==> src/rtl/bomb_slot_ctrl.sv <==
// rtl/bomb_slot_ctrl.sv - per-player bomb slots: placement, fuse countdown, blast window
// Optional chain detonation between nearby bombs is enabled by defining BOMB_CHAIN_EN.
module bomb_slot_ctrl #(
  parameter int N_SLOTS     = 3,
  parameter int COORD_W     = 6,
  parameter int FUSE_TICKS  = 3000,
  parameter int BLAST_TICKS = 1000,
  parameter int CHAIN_RANGE = 2
) (
  input  logic                       clk,
  input  logic                       rst,
  input  logic                       tick,
  input  logic                       place,
  input  logic [COORD_W-1:0]         pos_x,
  input  logic [COORD_W-1:0]         pos_y,
  output logic [N_SLOTS*COORD_W-1:0] bomb_x,
  output logic [N_SLOTS*COORD_W-1:0] bomb_y,
  output logic [N_SLOTS-1:0]         armed,
  output logic [N_SLOTS-1:0]         crack,
  output logic                       full,
  output logic                       place_ack,
  output logic                       place_rej
);

  localparam int MAX_T = (FUSE_TICKS > BLAST_TICKS) ? FUSE_TICKS : BLAST_TICKS;
  localparam int CNT_W = $clog2(MAX_T + 1);

  typedef enum logic [1:0] {S_IDLE, S_ARMED, S_BLAST} slot_state_t;

  slot_state_t        state_q [N_SLOTS];
  slot_state_t        state_d [N_SLOTS];
  logic [CNT_W-1:0]   cnt_q   [N_SLOTS];
  logic [CNT_W-1:0]   cnt_d   [N_SLOTS];
  logic [COORD_W-1:0] x_q     [N_SLOTS];
  logic [COORD_W-1:0] x_d     [N_SLOTS];
  logic [COORD_W-1:0] y_q     [N_SLOTS];
  logic [COORD_W-1:0] y_d     [N_SLOTS];
  logic [N_SLOTS-1:0] chained;
  logic               ack_d;
  logic               rej_d;
  logic               busy_all_d;
  logic               free_found;
  logic               clash;
  int                 free_idx;

`ifdef BOMB_CHAIN_EN
  // fresh_q marks slots that entered BLAST on the most recent tick; it seeds the next chain hop.
  logic [N_SLOTS-1:0] fresh_q;
  logic [N_SLOTS-1:0] fresh_d;

  function automatic logic within_range(logic [COORD_W-1:0] a, logic [COORD_W-1:0] b);
    logic [COORD_W-1:0] d;
    d = (a >= b) ? (a - b) : (b - a);
    return 32'(d) <= CHAIN_RANGE;
  endfunction

  always_comb begin
    for (int i = 0; i < N_SLOTS; i++) begin
      chained[i] = 1'b0;
      for (int j = 0; j < N_SLOTS; j++) begin
        if (fresh_q[j] && ((x_q[i] == x_q[j] && within_range(y_q[i], y_q[j])) ||
                           (y_q[i] == y_q[j] && within_range(x_q[i], x_q[j]))))
          chained[i] = 1'b1;
      end
    end
  end

  always_comb begin
    for (int i = 0; i < N_SLOTS; i++)
      fresh_d[i] = tick ? (state_q[i] == S_ARMED && state_d[i] == S_BLAST) : fresh_q[i];
  end

  always_ff @(posedge clk or posedge rst) begin
    if (rst) fresh_q <= '0;
    else     fresh_q <= fresh_d;
  end
`else
  assign chained = '0;
`endif

  always_comb begin
    ack_d      = 1'b0;
    rej_d      = 1'b0;
    clash      = 1'b0;
    free_found = 1'b0;
    free_idx   = 0;
    busy_all_d = 1'b1;
    for (int i = 0; i < N_SLOTS; i++) begin
      state_d[i] = state_q[i];
      cnt_d[i]   = cnt_q[i];
      x_d[i]     = x_q[i];
      y_d[i]     = y_q[i];
    end

    // Eligibility is judged on pre-edge state, so a slot freeing this edge is still busy.
    for (int i = 0; i < N_SLOTS; i++)
      if (state_q[i] != S_IDLE && x_q[i] == pos_x && y_q[i] == pos_y) clash = 1'b1;
    for (int i = N_SLOTS - 1; i >= 0; i--)
      if (state_q[i] == S_IDLE) begin
        free_found = 1'b1;
        free_idx   = i;
      end

    if (tick) begin
      for (int i = 0; i < N_SLOTS; i++) begin
        case (state_q[i])
          S_ARMED: begin
            if (cnt_q[i] == CNT_W'(1) || chained[i]) begin
              state_d[i] = S_BLAST;
              cnt_d[i]   = CNT_W'(BLAST_TICKS);
            end else begin
              cnt_d[i] = cnt_q[i] - CNT_W'(1);
            end
          end
          S_BLAST: begin
            if (cnt_q[i] == CNT_W'(1)) begin
              state_d[i] = S_IDLE;
              cnt_d[i]   = '0;
              x_d[i]     = '0;
              y_d[i]     = '0;
            end else begin
              cnt_d[i] = cnt_q[i] - CNT_W'(1);
            end
          end
          default: ;
        endcase
      end
    end

    if (place) begin
      if (free_found && !clash) begin
        state_d[free_idx] = S_ARMED;
        cnt_d[free_idx]   = CNT_W'(FUSE_TICKS);
        x_d[free_idx]     = pos_x;
        y_d[free_idx]     = pos_y;
        ack_d             = 1'b1;
      end else begin
        rej_d = 1'b1;
      end
    end

    for (int i = 0; i < N_SLOTS; i++)
      if (state_d[i] == S_IDLE) busy_all_d = 1'b0;
  end

  always_ff @(posedge clk or posedge rst) begin
    if (rst) begin
      for (int i = 0; i < N_SLOTS; i++) begin
        state_q[i] <= S_IDLE;
        cnt_q[i]   <= '0;
        x_q[i]     <= '0;
        y_q[i]     <= '0;
      end
      armed     <= '0;
      crack     <= '0;
      full      <= 1'b0;
      place_ack <= 1'b0;
      place_rej <= 1'b0;
    end else begin
      for (int i = 0; i < N_SLOTS; i++) begin
        state_q[i] <= state_d[i];
        cnt_q[i]   <= cnt_d[i];
        x_q[i]     <= x_d[i];
        y_q[i]     <= y_d[i];
        armed[i]   <= (state_d[i] == S_ARMED);
        crack[i]   <= (state_d[i] == S_BLAST);
      end
      full      <= busy_all_d;
      place_ack <= ack_d;
      place_rej <= rej_d;
    end
  end

  for (genvar g = 0; g < N_SLOTS; g++) begin : g_pack
    assign bomb_x[g*COORD_W +: COORD_W] = x_q[g];
    assign bomb_y[g*COORD_W +: COORD_W] = y_q[g];
  end

endmodule
==> config.mk <==
export PLATFORM = sky130hd
export DESIGN_NAME = bomb_slot_ctrl
export DESIGN_NICKNAME = d
export VERILOG_FILES = /design/src/rtl/bomb_slot_ctrl.sv
export SDC_FILE = /design/constraint.sdc
export NUM_CORES = 1
export LEC_CHECK = 0
export BUFFER_PORTS_ARGS = -buffer_cell sky130_fd_sc_hd__buf_4
export CAP_MARGIN = 10
export CORE_MARGIN = 5
export CORE_UTILIZATION = 23
export CTS_CLUSTER_SIZE = 20
export DETAILED_ROUTE_END_ITERATION = 8
export SYNTH_ARGS = -nofsm -noshare
export SYNTH_HDL_FRONTEND = slang
export SYNTH_SLANG_ARGS = --single-unit
==> constraint.sdc <==
create_clock -name clk -period 6.3 [get_ports clk]
set_clock_uncertainty 0.05 [all_clocks]
set_input_delay 0.945 -clock clk [delete_from_list [all_inputs] [get_ports clk]]
set_output_delay 0.945 -clock clk [all_outputs]
set_load 0.02 [all_outputs]
==> results.yml, run 1 <==
critical_path:
  required_ns: 6.48
  rr_endpoint: "full$_DFF_PP0_"
  critPathMaxFanout: 29
  arrival_ns: 3.04
  cp-end-kind: "register"
  regToRegSetupSlack_ns: 3.77
  critPathKind: "in2reg"
  start_kind: "primary input"
  rr_worst_depth: 6
  rr_startpoint: "bomb_y[14]$_DFF_PP0_"
power_and_ir_drop:
  internal_power_mw: 1.66
  vdd_drop_max_mv: 0.190
  combPwrFrac_pct: 42.8
  switching_share_pct: 43.0
  cellPowerDensity_nw_per_um2: 497
  pwr-share-seq_pct: 37.5
  p_sw_mw: 1.25
  clockPowerShare_pct: 19.7
  power.leakage_nw: 2.68
clocking:
  postCtsSetupRepairBufs: 0
  insertion_delay_ns: 0.34
  hold_buffers: 0
  path_clk_slew_ns: 0.06
  ctsResizeCount: 0
  htree_levels: 3
  clock-sinks: 87
  cts_buffers: 9
  clockRootBuffer: "clkbuf_16"
  cts_max_path_buffers: 2
  tritoncts: "yes"
min_path:
  hp-class: "reg2reg"
  hp-start: "cnt_q[10]$_DFF_PP0_"
  min_delay_path_depth: 2
  hold_end: "cnt_q[10]$_DFF_PP0_"
final_layout:
  areaGrowthSynthToFinish_pct: 19.9
  multi_input_area_um2: 2440
  fin_area_um2: 5860
  seqCellArea_um2: 2180
  finalNetCount: 615
  drive_gt1_share_pct: 14.9
  n_fill_cell: 2256
  n_antenna_cell: 0
timing:
  setup_viol: 0
  hold_viol_final: 0
  layout_min_cycle_time_ns: 2.85
  fin_crit_sh_pct: 45.3
  relSlewSlack_pct: 40.2
  rsz0062_at_grt: "no"
  fmax_mhz: 350
  tightest_slew_ns: 0.895
  setup-tns-final_ns: 0
  finalMaxSlewViolations: 0
route:
  drc: 0
  ant_nets: 0
  drt_iter0_drc: 224
  vias: 3971
  drt_wl_total_mm: 13.5
  wl_per_cell_um: 15.6
  drt_first_pass_iters: 5
  viasPerCell: 4.60
die:
  dieArea_um2: 24200
  dieWidth_um: 156
  start_util_pct: 23.3
  io_pins: 61
  num_rows: 53
  chipHeight_um: 156
  core_um2: 21000
synth:
  syn_inst: 543
  ys.flop_type: "dfrtp_1"
  ys_top_cells_by_area: "dfrtp_1 45%, xor2_1 7.5%, nand2_1 5.5%"
  synthDistinctLibCells: 53
  syn_area_um2: 4880
  yosysSeqAreaShare_pct: 44.6
  synth_common_cells: "87 x dfrtp_1, 72 x nand2_1, 45 x nor2_1, 42 x o21ai_0, 42 x xor2_1"
  synthesis.nets: 574
  syn-mean-instance-area_um2: 8.99
  async_flop_share_pct: 100
  yosysWarnings: 0
  yosysTopAreaCellShare_pct: 44.6
  synth_edf_count: 0
  synth_area_leader_cell: "dfrtp_1"
  yosysMostFrequentCell: "dfrtp_1"
  ys_seq_elements: 87
placed_design:
  place_area_um2: 5540
  gp_congestion: 0.943
  io_buffers: 60
  hpwl_mm: 9.93
global_route:
  grt_pass1_wl_mm: 21.9
  grt_antenna_before_repair: 0
  overflow: 0
  grt_pass1_vias: 3826
  track_usage_pct: 11.3
  grt_max_degree: 67
outcome:
  outcome: "completed"
run:
  max_cap_violations: 0
## layer usage
metal	part of all wire, %	up-vias	routed length, µm	global-route usage (%)
li1	-	1951	-	-
met1	48	1920	6470	15.9
met2	47	89	6280	17.6
met3	4.2	11	560	2.77
met4	1.2	0	165	2.92
met5	0	-	0	0
## registers in the layout, indices dropped and copies added (netlist names), 3 cells and up
signal / flops
cnt_q: 36
bomb_x: 18
bomb_y: 18
state_q: 6
armed: 3
crack: 3
## placed cells by master (no fill, tap or decap), types with 2 or more instances in the layout
cell type | synthesis | final
a211o_1 | 3 | 3
a21o_1 | 6 | 6
a21oi_1 | 30 | 30
a221o_1 | 4 | 4
a31oi_1 | 2 | 2
and2_1 | 4 | 4
and3_1 | 5 | 5
and4_1 | 3 | 3
buf_4 | 0 | 63
bufinv_16 | 0 | 2
clkbuf_1 | 13 | 2
clkbuf_16 | 0 | 9
clkinvlp_4 | 0 | 3
dfrtp_1 | 87 | 87
ha_1 | 15 | 15
inv_1 | 29 | 28
mux2i_1 | 15 | 15
nand2_1 | 72 | 72
nand2b_1 | 2 | 2
nand3_1 | 22 | 22
nand3b_1 | 2 | 2
nand4_1 | 6 | 6
nor2_1 | 45 | 45
nor3_1 | 26 | 26
nor3_2 | 2 | 2
nor4_1 | 9 | 8
nor4_2 | 1 | 2
nor4_4 | 3 | 3
o21ai_0 | 42 | 42
o21ai_1 | 3 | 3
o21bai_1 | 6 | 6
o22ai_1 | 2 | 2
xnor2_1 | 2 | 2
xor2_1 | 42 | 42
## power groups by stage
stage | Sequential (mW) | Clock, mW | Combinational, mW
after floorplan | 1.16 | 0 | 0.715
after global routing | 1.13 | 0.613 | 1.39
final | 1.09 | 0.573 | 1.25
after CTS | 1.09 | 0.591 | 1.26
after detailed placement | 1.10 | 0 | 1.25
after global placement | 1.10 | 0 | 1.24
## worst max-delay path, cell delays in order
cell and delay, ns:
buf_4 0.14, xor2_1 0.16, nor4_1 0.34, nand4_1 0.23, nand3_1 0.68, nand2_1 0.20, o221a_2 0.32
## worst max-delay path by stage
| stage | end | cells past startpoint | slack [ns] | start |
|---|---|---|---|---|
| 4_1_cts | full$_DFF_PP0_ | 7 | 3.41 | pos_x[1] |
| 3_5_place_dp | full$_DFF_PP0_ | 7 | 3.03 | pos_x[1] |
| 5_1_grt | full$_DFF_PP0_ | 7 | 3.20 | pos_x[1] |
| 6_report | full$_DFF_PP0_ | 7 | 3.45 | pos_x[1] |
| 2_1_floorplan | armed[0]$_DFF_PP0_ | 1 | 3.05 | rst |
| 3_3_place_gp | full$_DFF_PP0_ | 7 | 3.14 | pos_y[2] |
## cell type report
| cell class | count | area share, % |
|---|---|---|
| Tap cell | 275 | 5.88 |
| Timing Repair Buffer | 63 | 8.08 |
| Inverter | 29 | 1.88 |
| Multi-Input combinational cell | 394 | 41.6 |
| Clock inverter | 5 | 1.41 |
| Sequential cell | 87 | 37.2 |
| Clock buffer | 11 | 3.97 |
## cells by family (layout without fill, tap and decap cells)
| kind of cell | Yosys count | count (layout) | share of synthesized area, % |
|---|---|---|---|
| AO/OA/AOI/OAI | 111 | 111 | 13.8 |
| XOR/XNOR | 44 | 44 | 7.89 |
| adder cells (fa/ha/maj) | 15 | 15 | 3.84 |
| buffers and inverters | 62 | 108 | 5.66 |
| flip-flops | 87 | 87 | 44.6 |
| multiplexers | 15 | 15 | 3.07 |
| AND/OR/NAND/NOR | 209 | 209 | 21.2 |
## through the flow
stage               hold WS, ns  std cells  util, %  power, mW  setup WS (ns)
finish                    0.474        864     27.9       2.91           3.45
global route              0.500        864     27.9       3.13           3.20
floorplan                 0.431        543        -       1.88           3.05
detailed placement        0.459        848     26.4       2.35           3.03
CTS                       0.476        864     27.9       2.94           3.41
global placement          0.451        848     26.4       2.34           3.14
(Power assumes the default switching activity.)
==> run 2: changes to the inputs <==
--- a/config.mk
+++ b/config.mk
@@ -5,6 +5,7 @@
 export SDC_FILE = /design/constraint.sdc
 export NUM_CORES = 1
 export LEC_CHECK = 0
+export ABC_AREA = 1
 export BUFFER_PORTS_ARGS = -buffer_cell sky130_fd_sc_hd__buf_4
 export CAP_MARGIN = 10
 export CORE_MARGIN = 5
==> constraint.sdc (replaced) <==
create_clock -name clk -period 3 [get_ports clk]
set_clock_uncertainty 0.05 [all_clocks]
set_input_delay 0.45 -clock clk [delete_from_list [all_inputs] [get_ports clk]]
set_output_delay 0.45 -clock clk [all_outputs]
set_load 0.02 [all_outputs]
==> run 2 against run 1 <==
Against the previous run:
- synthesized cell count rose by 22%
- total power up 110%
- synthesized area is 2.0% higher
- non-clock buffer count up 1
- routed wire length shrank 0.47%
- clock-buffer cell count grew 2
- sequential power rose by 100%
- critical path type is now reg2reg
==> results.yml, run 2 <==
outcome:
  outcome: "completed"
route:
  drt_first_pass_iters: 5
  vias: 4375
  drt_wl_total_mm: 13.4
  wl_per_cell_um: 13.4
  viasPerCell: 4.36
  ant_nets: 0
  drc: 0
  drt_iter0_drc: 232
final_layout:
  drive_gt1_share_pct: 13.0
  top_register: "cnt_q"
  seqCellArea_um2: 2180
  final_cell_mix: "153 x nand2_1, 99 x inv_1, 87 x dfrtp_1"
  final_common_cell: "nand2_1"
  n_antenna_cell: 0
  areaGrowthSynthToFinish_pct: 21.3
  multi_input_area_um2: 2320
  largest_reg_flops: 36
  n_fill_cell: 2285
  finalNetCount: 754
synth:
  synthDistinctLibCells: 34
  ys_top_cells_by_area: "dfrtp_1 44%, nand2_1 12%, inv_1 7.5%"
  syn-mean-instance-area_um2: 7.50
  ys_seq_elements: 87
  yosysTopAreaCellShare_pct: 43.7
  syn_area_um2: 4980
  synth_common_cells: "153 x nand2_1, 100 x inv_1, 87 x dfrtp_1, 68 x nor2_1, 64 x nand3_1"
  yosysWarnings: 0
  synth_area_leader_cell: "dfrtp_1"
  yosysSeqAreaShare_pct: 43.7
  synth_edf_count: 0
  synthesis.nets: 695
  yosysMostFrequentCell: "nand2_1"
  async_flop_share_pct: 100
  ys.flop_type: "dfrtp_1"
  syn_inst: 664
clocking:
  path_clk_slew_ns: 0.06
  hold_buffers: 0
  insertion_delay_ns: 0.34
  ctsResizeCount: 0
  tritoncts: "yes"
  clockRootBuffer: "clkbuf_16"
  cts_buffers: 9
  cts_max_path_buffers: 2
  clock-sinks: 87
  postCtsSetupRepairBufs: 0
  htree_levels: 3
timing:
  fmax_mhz: 434
  hold_viol_final: 0
  layout_setup_ws_ns: 0.694
  relSlewSlack_pct: 58.0
  tightest_slew_ns: 0.629
  finalMaxSlewViolations: 0
  fin_crit_sh_pct: 76.9
  layout_min_cycle_time_ns: 2.31
  setup-tns-final_ns: 0
  setup_viol: 0
  rsz0062_at_grt: "no"
power_and_ir_drop:
  internal_power_mw: 3.46
  power.leakage_nw: 3.09
  clockPowerShare_pct: 17.8
  cellPowerDensity_nw_per_um2: 1030
  switching_share_pct: 44.2
  pwr-share-seq_pct: 35.1
  vdd_drop_max_mv: 0.305
  p_sw_mw: 2.74
  combPwrFrac_pct: 47.0
min_path:
  hp-class: "in2async"
die:
  start_util_pct: 23.6
  io_pins: 61
  core_um2: 21200
  dieArea_um2: 24700
  chipHeight_um: 157
  dieWidth_um: 157
  num_rows: 53
critical_path:
  arrival_ns: 2.51
  cpPeakStageDelay_ns: 0.39
  cp-end-kind: "register"
  critPathMaxFanout: 22
  critPathKind: "reg2reg"
  required_ns: 3.20
  path_common_cell: "nand2_1"
  crit_path_top_delay_cell: "dfrtp_1"
  crit_chain: "inv_1 -> ha_1 -> inv_1 -> nand2_1 -> nor2_1 -> nand2_1 -> nor2_1 -> nand2_1 -> nand2_2 -> nor2_4 -> nand3_2 -> buf_4 -> nand3_1 -> o21ai_0"
  start_kind: "register"
global_route:
  grt_max_degree: 61
  overflow: 0
  grt_pass1_wl_mm: 21.6
  track_usage_pct: 10.9
  grt_pass1_vias: 4165
  grt_antenna_before_repair: 0
placed_design:
  gp_congestion: 0.825
  io_buffers: 60
  hpwl_mm: 10.0
  dp_worst_setup_slack_ns: 0.608
run:
  max_cap_violations: 0
## run 2: cells by family (layout without fill, tap and decap cells)
family                     after synthesis  count (layout)  synth area share [%]
xor gates and xnor gates                28              28                  4.92
DFF                                     87              87                  43.7
AOI/OAI and AO/OA                      102             102                  10.8
adders and majority gates               15              15                  3.77
buffers and inverters                  120             184                  9.82
and+or+nand+nor                        312             312                  26.9
## run 2: path summary, 6_finish.rpt
| path | startpoint | end | slack [ns] | depth (start not counted) |
|---|---|---|---|---|
| max | state_q[2]$_DFF_PP0_ | bomb_x[11]$_DFF_PP0_ | 0.69 | 14 |
| min | rst | armed[2]$_DFF_PP0_ | 0.08 | 2 |
| max reg2reg | state_q[2]$_DFF_PP0_ | bomb_x[11]$_DFF_PP0_ | 0.69 | 14 |
| max in group asynchronous | rst | bomb_y[3]$_DFF_PP0_ | 2.12 | 3 |
| min reg2reg | cnt_q[15]$_DFF_PP0_ | cnt_q[15]$_DFF_PP0_ | 0.44 | 2 |
| min in group clk | pos_x[1] | bomb_x[13]$_DFF_PP0_ | 0.41 | 3 |
## run 2: cell type report
type / count / area share (%)
clock inverters: 3 / 0.414
repair buffers: 64 / 8.57
multi-input cells: 457 / 38.3
flip-flops and latches: 87 / 36.0
inverters: 104 / 6.48
clock buffers: 13 / 4.47
well taps: 275 / 5.69
## run 2: through the flow
| step | hold WS (ns) | total power, mW | cells | area, µm² | util [%] |
|---|---|---|---|---|---|
| CTS | 0.0984 | 6.28 | 1003 | 6040 | 28.6 |
| floorplan | 0.405 | 4.10 | 664 | 4980 | - |
| finish | 0.0794 | 6.20 | 1003 | 6040 | 28.6 |
| detailed placement | 0.428 | 5.15 | 987 | 5750 | 27.2 |
| global route | 0.138 | 6.76 | 1003 | 6040 | 28.6 |
| global placement | 0.423 | 5.10 | 987 | 5750 | 27.2 |
## run 2: worst max-delay path: cells and delay by family (launching register included)
| family | cells | cell delay [ns] |
|---|---|---|
| AO/OA/AOI/OAI | 1 | 0.11 |
| adder cells (fa/ha/maj) | 1 | 0.19 |
| buffers and inverters | 3 | 0.52 |
| flip-flops | 1 | 0.39 |
| AND/OR/NAND/NOR | 9 | 0.94 |
## run 2: power by group through the flow
stage | registers [mW] | logic (mW) | clock network [mW]
after global routing | 2.26 | 3.31 | 1.19
after floorplan | 2.38 | 1.72 | 0
final | 2.18 | 2.92 | 1.11
after detailed placement | 2.20 | 2.95 | 0
after global placement | 2.21 | 2.89 | 0
after CTS | 2.19 | 2.96 | 1.14
## run 2: routing by layer
metal,track usage (%),up-vias,part of all wire [%]
met5,0,-,0
met4,2.25,0,1.2
met3,1.92,13,4.0
met2,18.2,91,48
met1,14.8,2044,47
li1,-,2227,-
